===== config.mk =====
export PLATFORM = sky130hd
export DESIGN_NAME = lvds_tx_link
export DESIGN_NICKNAME = d
export VERILOG_FILES = /design/src/rtl/lvds_pkg.sv /design/src/rtl/lvds_out.sv /design/src/rtl/lvds_tx_link.sv
export SDC_FILE = /design/constraint.sdc
export NUM_CORES = 1
export LEC_CHECK = 0
export BUFFER_PORTS_ARGS = -buffer_cell sky130_fd_sc_hd__buf_4
export CORE_ASPECT_RATIO = 0.75
export CORE_MARGIN = 8
export CORE_UTILIZATION = 30
export DETAILED_ROUTE_END_ITERATION = 16
export GPL_TIMING_DRIVEN = 0
export HOLD_SLACK_MARGIN = 0.05
export PLACE_DENSITY = 0.53
export SLEW_MARGIN = 5
export SYNTH_ARGS = -nofsm -noshare
export SYNTH_HDL_FRONTEND = slang
export SYNTH_SLANG_ARGS = --single-unit
export TNS_END_PERCENT = 30

===== constraint.sdc =====
create_clock -name clk -period 3.8 [get_ports clk]
set_input_delay 0.38 -clock clk [delete_from_list [all_inputs] [get_ports clk]]
set_output_delay 0.38 -clock clk [all_outputs]
set_load 0.1 [all_outputs]

===== src/rtl/lvds_pkg.sv =====
// lvds_pkg: shared types for the LVDS lane logic.
// pair_t is the differential pad pair; tx_state_e is the transmit link state.
package lvds_pkg;

   // Differential pair as seen by the pad ring: p is true, n is complement
   typedef struct packed {
      logic p;
      logic n;
   } pair_t;

   // Transmit link state: training burst in progress, or normal running
   typedef enum logic {
      TRAIN = 1'b0,
      RUN   = 1'b1
   } tx_state_e;

endpackage : lvds_pkg


===== src/rtl/lvds_out.sv =====
// lvds_out: single-ended to differential output stage for one lane.
// Mode "True" models a native differential buffer. Mode "Emulated" models
// two single-ended drivers, one of them inverted. Both are purely combinational.
module lvds_out
   import lvds_pkg::*;
#(
   parameter Mode = "True"
) (
   input  logic  single,
   output pair_t pair
);

   generate
      if (Mode == "Emulated") begin : g_emulated
         // Two independent single-ended drivers, the n leg inverted
         assign pair.p = single;
         assign pair.n = ~single;
      end else begin : g_true
         // Native differential buffer drives both legs from one source
         assign pair = '{p: single, n: ~single};
      end
   endgenerate

endmodule : lvds_out


===== src/rtl/lvds_tx_link.sv =====
// lvds_tx_link: transmit-side link controller for one LVDS lane.
// Takes words over valid/ready and shifts them out MSB-first, one bit per clock.
// After reset, and on train_req, it sends a burst of TrainWord before data.
// Slots with no offered data carry filler words.
// Optional build macro: LVDS_TX_PRBS_IDLE_EN makes filler slots carry PRBS7
// (x^7+x^6+1, seed 7'h7F) instead of IdleWord.
module lvds_tx_link
   import lvds_pkg::*;
#(
   parameter int               Width       = 8,
   parameter logic [Width-1:0] TrainWord   = 8'hA5,
   parameter int               TrainRepeat = 4,
   parameter logic [Width-1:0] IdleWord    = 8'h00,
   parameter                   Mode        = "True"
) (
   input  logic             clk,
   input  logic             rst_n,
   input  logic             train_req,
   input  logic [Width-1:0] data_i,
   input  logic             valid_i,
   output logic             ready_o,
   output logic             training_o,
   output pair_t            pair
);

   localparam int              BitW      = $clog2(Width);
   localparam int              TrW       = $clog2(TrainRepeat + 1);
   localparam logic [BitW-1:0] BitMax    = BitW'(Width - 1);
   localparam logic [TrW-1:0]  TrainFull = TrW'(TrainRepeat);
   localparam logic [TrW-1:0]  TrainNext = TrW'(TrainRepeat - 1);

   tx_state_e        state_q, state_d;
   logic [BitW-1:0]  bit_cnt_q, bit_cnt_d;
   logic [TrW-1:0]   train_cnt_q, train_cnt_d;
   logic [Width-1:0] shift_q, shift_d;
   logic             train_pend_q, train_pend_d;
   logic             first_q;
   logic             boundary;
   logic             train_busy;
   logic [Width-1:0] idle_word;

`ifdef LVDS_TX_PRBS_IDLE_EN
   logic [6:0]       lfsr_q, lfsr_d;
   logic [6:0]       lfsr_adv;
   logic [Width-1:0] prbs_word;

   // Precompute the next Width PRBS7 bits and the LFSR value after them.
   // The first generated bit becomes the MSB, so it goes out on the wire first.
   always_comb begin
      logic fb;
      lfsr_adv  = lfsr_q;
      prbs_word = '0;
      for (int i = Width - 1; i >= 0; i--) begin
         fb           = lfsr_adv[6] ^ lfsr_adv[5];
         prbs_word[i] = fb;
         lfsr_adv     = {lfsr_adv[5:0], fb};
      end
   end

   // The LFSR only moves when a filler slot is actually loaded.
   // Data words therefore leave the PRBS sequence unbroken.
   always_ff @(posedge clk or negedge rst_n) begin
      if (!rst_n) begin
         lfsr_q <= 7'h7F;
      end else begin
         lfsr_q <= lfsr_d;
      end
   end

   assign idle_word = prbs_word;
`else
   assign idle_word = IdleWord;
`endif

   // Boundary: the first cycle after reset, or the last bit of the current word.
   // Training words still owed, or a pending train request, block acceptance.
   always_comb begin
      boundary   = first_q || (bit_cnt_q == '0);
      train_busy = (state_q == TRAIN) && (train_cnt_q != '0);
      ready_o    = boundary && !train_pend_q && !train_busy;
      training_o = (state_q == TRAIN);
   end

   // Next-state logic.
   // Between boundaries, the word shifts left and the counter counts down.
   // At a boundary, the next word is picked in this order:
   //    1. the remaining training words,
   //    2. a new burst if one is pending,
   //    3. offered data,
   //    4. filler.
   always_comb begin
      state_d      = state_q;
      bit_cnt_d    = bit_cnt_q - 1'b1;
      train_cnt_d  = train_cnt_q;
      shift_d      = {shift_q[Width-2:0], 1'b0};
      train_pend_d = train_pend_q;
`ifdef LVDS_TX_PRBS_IDLE_EN
      lfsr_d       = lfsr_q;
`endif
      if (boundary) begin
         bit_cnt_d = BitMax;
         if (train_busy) begin
            shift_d     = TrainWord;
            train_cnt_d = train_cnt_q - 1'b1;
         end else if (train_pend_q) begin
            state_d      = TRAIN;
            train_cnt_d  = TrainNext;
            shift_d      = TrainWord;
            train_pend_d = 1'b0;
         end else begin
            state_d = RUN;
            if (valid_i) begin
               shift_d = data_i;
            end else begin
               shift_d = idle_word;
`ifdef LVDS_TX_PRBS_IDLE_EN
               lfsr_d  = lfsr_adv;
`endif
            end
         end
      end
      // A request raised while running is remembered until the next boundary.
      // A request is ignored during a burst, and also in the cycle a burst starts.
      if (train_req && (state_q != TRAIN) && !(boundary && train_pend_q)) begin
         train_pend_d = 1'b1;
      end
   end

   // State registers. Reset abandons any partial word and restarts training.
   always_ff @(posedge clk or negedge rst_n) begin
      if (!rst_n) begin
         state_q      <= TRAIN;
         bit_cnt_q    <= BitMax;
         train_cnt_q  <= TrainFull;
         shift_q      <= '0;
         train_pend_q <= 1'b0;
         first_q      <= 1'b1;
      end else begin
         state_q      <= state_d;
         bit_cnt_q    <= bit_cnt_d;
         train_cnt_q  <= train_cnt_d;
         shift_q      <= shift_d;
         train_pend_q <= train_pend_d;
         first_q      <= 1'b0;
      end
   end

   lvds_out #(
      .Mode(Mode)
   ) u_out (
      .single(shift_q[Width-1]),
      .pair  (pair)
   );

endmodule : lvds_tx_link


==> results of run 1 <==
==> kinds of logic (layout without fill, tap and decap cells) <==
family          after synthesis  after routing  synth area share (%)
compound gates               26             26                  21.5
buf+inv                      10             30                  6.83
fa+ha+maj                     4              4                  6.07
flops                        17             17                  52.4
simple gates                 24             24                  12.7
other cells                   1              1                 0.455
==> metal layers <==
metal  wire length, um  part of all wire, %  vias to the layer above
met5                 0                    0                        -
met4                 0                    0                        0
met3               104                  6.3                        0
met2               706                   43                       13
met1               830                   51                      286
li1                  -                    -                      311
==> layout by cell type (no fill, tap or decap), types with 2 or more instances in the layout <==
master	n
buf_4	16
nand2_1	13
dfrtp_1	12
a21oi_1	11
o21ai_0	6
inv_1	6
nor2_1	5
dfstp_2	5
ha_1	4
nor2b_1	3
clkbuf_4	3
buf_6	2
o21ai_1	2
==> critical path, delay by kind of cell, from the launching register on <==
kind | cells | cell delay, ps
DFF | 1 | 540
buffers and inverters | 3 | 460
adders and majority gates | 2 | 400
and+or+nand+nor | 2 | 390
==> worst paths after layout <==
| path | start | slack, ps | end |
|---|---|---|---|
| setup / recovery | bit_cnt_q[0]$_DFF_PN1_ | 1330 | ready_o |
| hold / removal | data_i[6] | 330 | shift_q[6]$_DFF_PN0_ |
| setup reg to reg | bit_cnt_q[0]$_DFF_PN1_ | 2060 | shift_q[3]$_DFF_PN0_ |
| hold reg to reg | bit_cnt_q[0]$_DFF_PN1_ | 450 | bit_cnt_q[0]$_DFF_PN1_ |
| max in group asynchronous | rst_n | 3060 | bit_cnt_q[1]$_DFF_PN1_ |
| min in group asynchronous | rst_n | 480 | train_pend_q$_DFFE_PN0P_ |
==> layout make-up <==
type                       count  area [sq um]
clock buffer                   4          26.3
fill                         283          1580
sequential                    17           432
multi-input combinational     55           337
timing repair buffer          16           123
buffer                         3          30.0
inverter                       7          26.3
tap                           36          45.0
==> per-stage QoR <==
step / instance area [sq um] / hold WS [ps] / std cells / worst slack, ps
final: 1020 / 327 / 138 / 1330
after global routing: 1020 / 306 / 138 / 1220
after floorplan: 825 / 84.4 / 82 / 1210
after CTS: 1020 / 318 / 138 / 1320
after detailed placement: 982 / 256 / 133 / 1650
after global placement: 982 / 258 / 133 / 1640
==> registers in the layout, summed over array words and instances, names as in the netlist <==
register / cells
shift_q: 8
first_q: 1
train_cnt_q: 3
state_q: 1
bit_cnt_q: 3
train_pend_q: 1
==> repair_timing <==
action	CTS	global route
hold buffers	1	0
endpoints found under the hold margin	12	0
gates resized for setup	0	0
==> report_power, final <==
part / internal (mW) / switching, mW / total (mW)
Clock: 0.0408 / 0.0551 / 0.0959
Sequential: 0.227 / 0.0374 / 0.265
Combinational: 0.0867 / 0.154 / 0.240
==> results.txt, run 1 <==
Core area -> 2600 sq um
Crit path time final -> 2470 ps
Largest area contributor in the netlist -> dfrtp_1
Final setup fails -> 0
Worst Path Arrival -> 2090 ps
CP max stage delay -> 540 ps
Initial antenna violation count -> 0
Post-synthesis sequential area ratio -> 52.4%
Final hold vios -> 0
Vias -> 610
Total power -> 601 uW
# port buffers -> 15
Inserted Diodes -> 0
Clock Tree Buf Depth -> 2
Vias in the first global route -> 646
Fmax achieved -> 405 MHz
Tot GR Track Use -> 7.78%
H-tree Lvls -> 1
Post-synth EDFFs -> 0
Global-route wire length before repair -> 2880 um
GRT Residual Overflow -> 0
Layout cells sized above 1 -> 30.4%
Clk sink count -> 17
Maximum fanout along the worst path -> 10
Initial core utilization -> 31.7%
Peak supply drop -> 0.000232 V
Setup tns final -> 0 ps
Cell Pwr Density -> 590 nW/um^2
Worst EP required -> 3420 ps
Post-synth top area share -> 36.4%
Critical-path top delay cell -> dfstp_2
Final nets -> 119
Hold path cells -> 3
Die footprint -> 4700 sq um
CP cell instances -> inv_1 > ha_1 > ha_1 > nor2_2 > buf_6 > nor2_1 > buf_4
Mean number of vias per cell -> 4.42
Cell mode on critical path -> ha_1
Top cells by area, synth -> dfrtp_1 (36%), dfstp_2 (16%), a21oi_1 (6.7%)
Die X -> 76.5 um
GP Congestion -> 0.714
Crit. End Element -> primary output
Die Y -> 61.4 um
Io pins -> 16
Post-Synthesis Cells -> 82
Clock Tree Root -> clkbuf_4
Num CTS Buffers -> 3
Crit Path Class -> reg2out
Worst-Skew Late Latency -> 290 ps
Largest net degree at the start of global routing -> 18
CTS tree -> yes
Top cells by count, synth -> nand2_1 (13), dfrtp_1 (12), a21oi_1 (11), inv_1 (6), o21ai_0 (6)
Worst-path clk slew -> 100 ps
Post-CTS setup-driven buffer insertion count -> 0
Max-Cap Viols -> 0
Synthesis-stage register bit count -> 17
Met2 Use GR -> 12.0%
Library cells used by synthesis -> 24
Most frequent cell after synthesis -> nand2_1
Row cnt -> 16
Yosys warns -> 0
DRC -> 0
Global routing usage on met3 -> 4.23%
ANT nets after route -> 0
Outcome -> finished, final reports clean
Async S/R FF share, synth -> 100%
Mean Syn Cell Area -> 10.1 sq um
Routed len/inst -> 11.9 um
Clk_skew -> 6.92 ps
Router iterations before antenna repair -> 4
Post-synth top flop -> dfrtp_1
Post-Syn Area -> 825 sq um
Hold Crit Class -> in2reg
Routed WL -> 1640 um
Top Usage Layer GRT -> met2
Net Count, Synth -> 98
Initial DRC Count -> 18
Max-slew violation count -> 0
Reg2Reg Depth -> 7
Setup crit start kind -> register
DP Wirelength -> 1250 um
Final design utilization -> 39.1%
Synthesis-to-layout area growth -> 23.5%
RSZ-0062 raised after global routing -> false
Leak Pwr -> 0.481 nW
Part of the cycle the worst path needs -> 65.0%
M1 GR Usage -> 9.66%
(Power assumes the default switching activity.)
==> run 2: changes to the inputs <==
--- a/config.mk
+++ b/config.mk
@@ -12,7 +12,7 @@
 export DETAILED_ROUTE_END_ITERATION = 16
 export GPL_TIMING_DRIVEN = 0
 export HOLD_SLACK_MARGIN = 0.05
-export PLACE_DENSITY = 0.53
+export PLACE_DENSITY = 0.54
 export SLEW_MARGIN = 5
 export SYNTH_ARGS = -nofsm -noshare
 export SYNTH_HDL_FRONTEND = slang
==> constraint.sdc (replaced) <==
create_clock -name clk -period 2.1 [get_ports clk]
set_input_delay 0.21 -clock clk [delete_from_list [all_inputs] [get_ports clk]]
set_output_delay 0.21 -clock clk [all_outputs]
set_load 0.1 [all_outputs]
==> results.txt, run 2 (same netlist as run 1, synthesis figures left out) <==
Outcome -> finished, final reports clean
Hold path cells -> 3 (unchanged)
Critical-path top delay cell -> dfstp_2
Inserted Diodes -> 0 (unchanged)
CP cell instances -> inv_1 > ha_1 > ha_1 > nor2_4 > buf_6 > nor2_2 > buf_4
Routed len/inst -> 12.2 um (+2.9%)
Setup crit start kind -> register
Part of the cycle the worst path needs -> 95.0%
Max-slew violation count -> 0 (unchanged)
Commonest non-fill, non-tap cell in the layout -> buf_4
Finished Layout Cells -> 139 (+0.72%)
Initial DRC Count -> 21 (+3)
Cell count along the critical path -> 7 (unchanged)
Final hold vios -> 0 (unchanged)
Top reg by flops -> shift_q
Vias in the first global route -> 589 (-8.8%)
Worst EP required -> 1890 ps (-1530 ps)
Crit Path Class -> reg2out
# port buffers -> 15 (unchanged)
Die footprint -> 4700 sq um (unchanged)
Leak Pwr -> 0.486 nW (+1.1%)
Tot GR Track Use -> 7.43% (-0.35 points)
Worst-Skew Late Latency -> 290 ps (about the same)
Fillers -> 266 (-6.0%)
Final nets -> 120 (+0.84%)
Peak supply drop -> 0.000424 V (+82%)
Cell mode on critical path -> ha_1
Max-Cap Viols -> 0 (unchanged)
Fmax achieved -> 501 MHz
Worst-path clk slew -> 90 ps (about the same)
CP max stage delay -> 540 ps (about the same)
Row cnt -> 16 (unchanged)
Final setup fails -> 0 (unchanged)
Worst R2R Setup Slack -> 400 ps (-1660 ps)
Post-DP Area -> 985 sq um (+0.25%)
Setup tns final -> 0 ps (unchanged)
Largest net degree at the start of global routing -> 18 (unchanged)
Global-route wire length before repair -> 2770 um (-4.1%)
Synthesis-to-layout area growth -> 25.3%
DRC -> 0 (unchanged)
Num CTS Buffers -> 3 (unchanged)
Initial antenna violation count -> 0 (unchanged)
Buf/Inv on CP -> 3 (unchanged)
DP Wirelength -> 1220 um (-3.0%)
Clk sink count -> 17 (unchanged)
Maximum fanout along the worst path -> 10 (unchanged)
Clock Tree Buf Depth -> 2 (unchanged)
Final Instance Area -> 1030 sq um (+1.5%)
Clock Tree Root -> clkbuf_4
Clk_skew -> 6.21 ps (-0.710 ps)
Die X -> 76.5 um (unchanged)
Die Y -> 61.4 um (unchanged)
Hold Crit Class -> in2reg
RSZ-0062 raised after global routing -> false
H-tree Lvls -> 1 (unchanged)
ANT nets after route -> 0 (unchanged)
Vias -> 628 (+3.0%)
Layout cells sized above 1 -> 32.0% (+1.6 points)
Hold EP -> shift_q[1]$_DFF_PN0_
Cell Pwr Density -> 1060 nW/um^2 (+79%)
Area of the multi-input gates -> 344 sq um (+2.2%)
GP Congestion -> 0.716 (+0.34%)
Largest registers -> shift_q: 8 flops, bit_cnt_q: 3 flops, train_cnt_q: 3 flops
Router iterations before antenna repair -> 4 (unchanged)
Crit path time final -> 1990 ps
Crit-path leading delay family -> flip-flops
Routed WL -> 1700 um (+3.7%)
Core area -> 2600 sq um (unchanged)
R2R Path End -> train_cnt_q[1]$_DFFE_PN0P_
GRT Residual Overflow -> 0 (unchanged)
Io pins -> 16 (unchanged)
Dpl cells -> 133 (unchanged)
Max FFs per register -> 8 (unchanged)
Initial core utilization -> 31.7% (unchanged)
Worst Path Arrival -> 1780 ps (-310 ps)
Reg2Reg Depth -> 7 (unchanged)
Total power -> 1.09 mW (+82%)
Crit. End Element -> primary output
FF/Latch Area -> 432 sq um (unchanged)
Mean number of vias per cell -> 4.52 (+2.2%)
CTS tree -> yes
Most frequent cells in the layout -> buf_4 (17), nand2_1 (13), dfrtp_1 (12)
Hold Crit Start -> data_i[1]
Launching point of the worst reg2reg path -> bit_cnt_q[0]$_DFF_PN1_
==> run 2: changes by cell type in the layout (fill, tap and decap cells not counted) <==
cell	delta
buf_4	+1
nor2_4	+1
nor2_1	-1
==> run 2: layer usage <==
| metal | vias to the layer above | global-route usage, % | routed length (um) |
|---|---|---|---|
| met2 | 16 | 10.6 | 692 |
| met1 | 296 | 9.91 | 876 |
| met3 | 0 | 4.37 | 132 |
| met5 | - | 0 | 0 |
| li1 | 316 | - | - |
| met4 | 0 | 0 | 0 |
==> run 2: area by class of cell <==
| type | instances | area share, % |
|---|---|---|
| Sequential cell | 17 | 41.8 |
| Multi-Input combinational cell | 55 | 33.3 |
| Timing Repair Buffer | 17 | 12.6 |
| Tap cell | 36 | 4.36 |
| Buffer | 3 | 2.91 |
| Clock buffer | 4 | 2.54 |
| Inverter | 7 | 2.54 |
==> run 2: worst max path at each step <==
| stage | startpoint | end |
|---|---|---|
| floorplan | train_cnt_q[0]$_DFFE_PN0P_ | ready_o |
| global placement | bit_cnt_q[0]$_DFF_PN1_ | ready_o |
| detailed placement | bit_cnt_q[0]$_DFF_PN1_ | ready_o |
| CTS | bit_cnt_q[0]$_DFF_PN1_ | ready_o |
| global route | bit_cnt_q[0]$_DFF_PN1_ | ready_o |
| finish | bit_cnt_q[0]$_DFF_PN1_ | ready_o |
==> run 2: per-stage QoR <==
stage / worst slack [ps] / util [%] / hold slack (ps)
2_1_floorplan: 131 / - / -85.6
3_3_place_gp: 124 / 37.8 / 86.8
3_5_place_dp: 117 / 37.8 / 86.5
4_1_cts: 83.2 / 39.7 / 155
5_1_grt: 27.4 / 39.7 / 158
6_report: 105 / 39.7 / 165
==> run 2: repair_timing <==
| item | CTS | global route |
|---|---|---|
| resized for setup | 1 | 0 |
| hold buffers | 1 | 0 |
| hold endpoints to repair | 17 | 0 |
| endpoints found under the setup margin | 1 | 0 |
| setup buffers | 1 | 0 |
==> run 2: worst register-to-register path, stage by stage, from the launching register on <==
cell and delay, ps:
dfstp_2 540, inv_1 40, ha_1 180, ha_1 230, or2_1 250, buf_6 150, o32ai_1 130, a21oi_1 80
==> run 2: where the power goes <==
part	switching, mW	internal (mW)
combinational	0.284	0.159
sequential	0.0648	0.412
clock	0.0999	0.0738
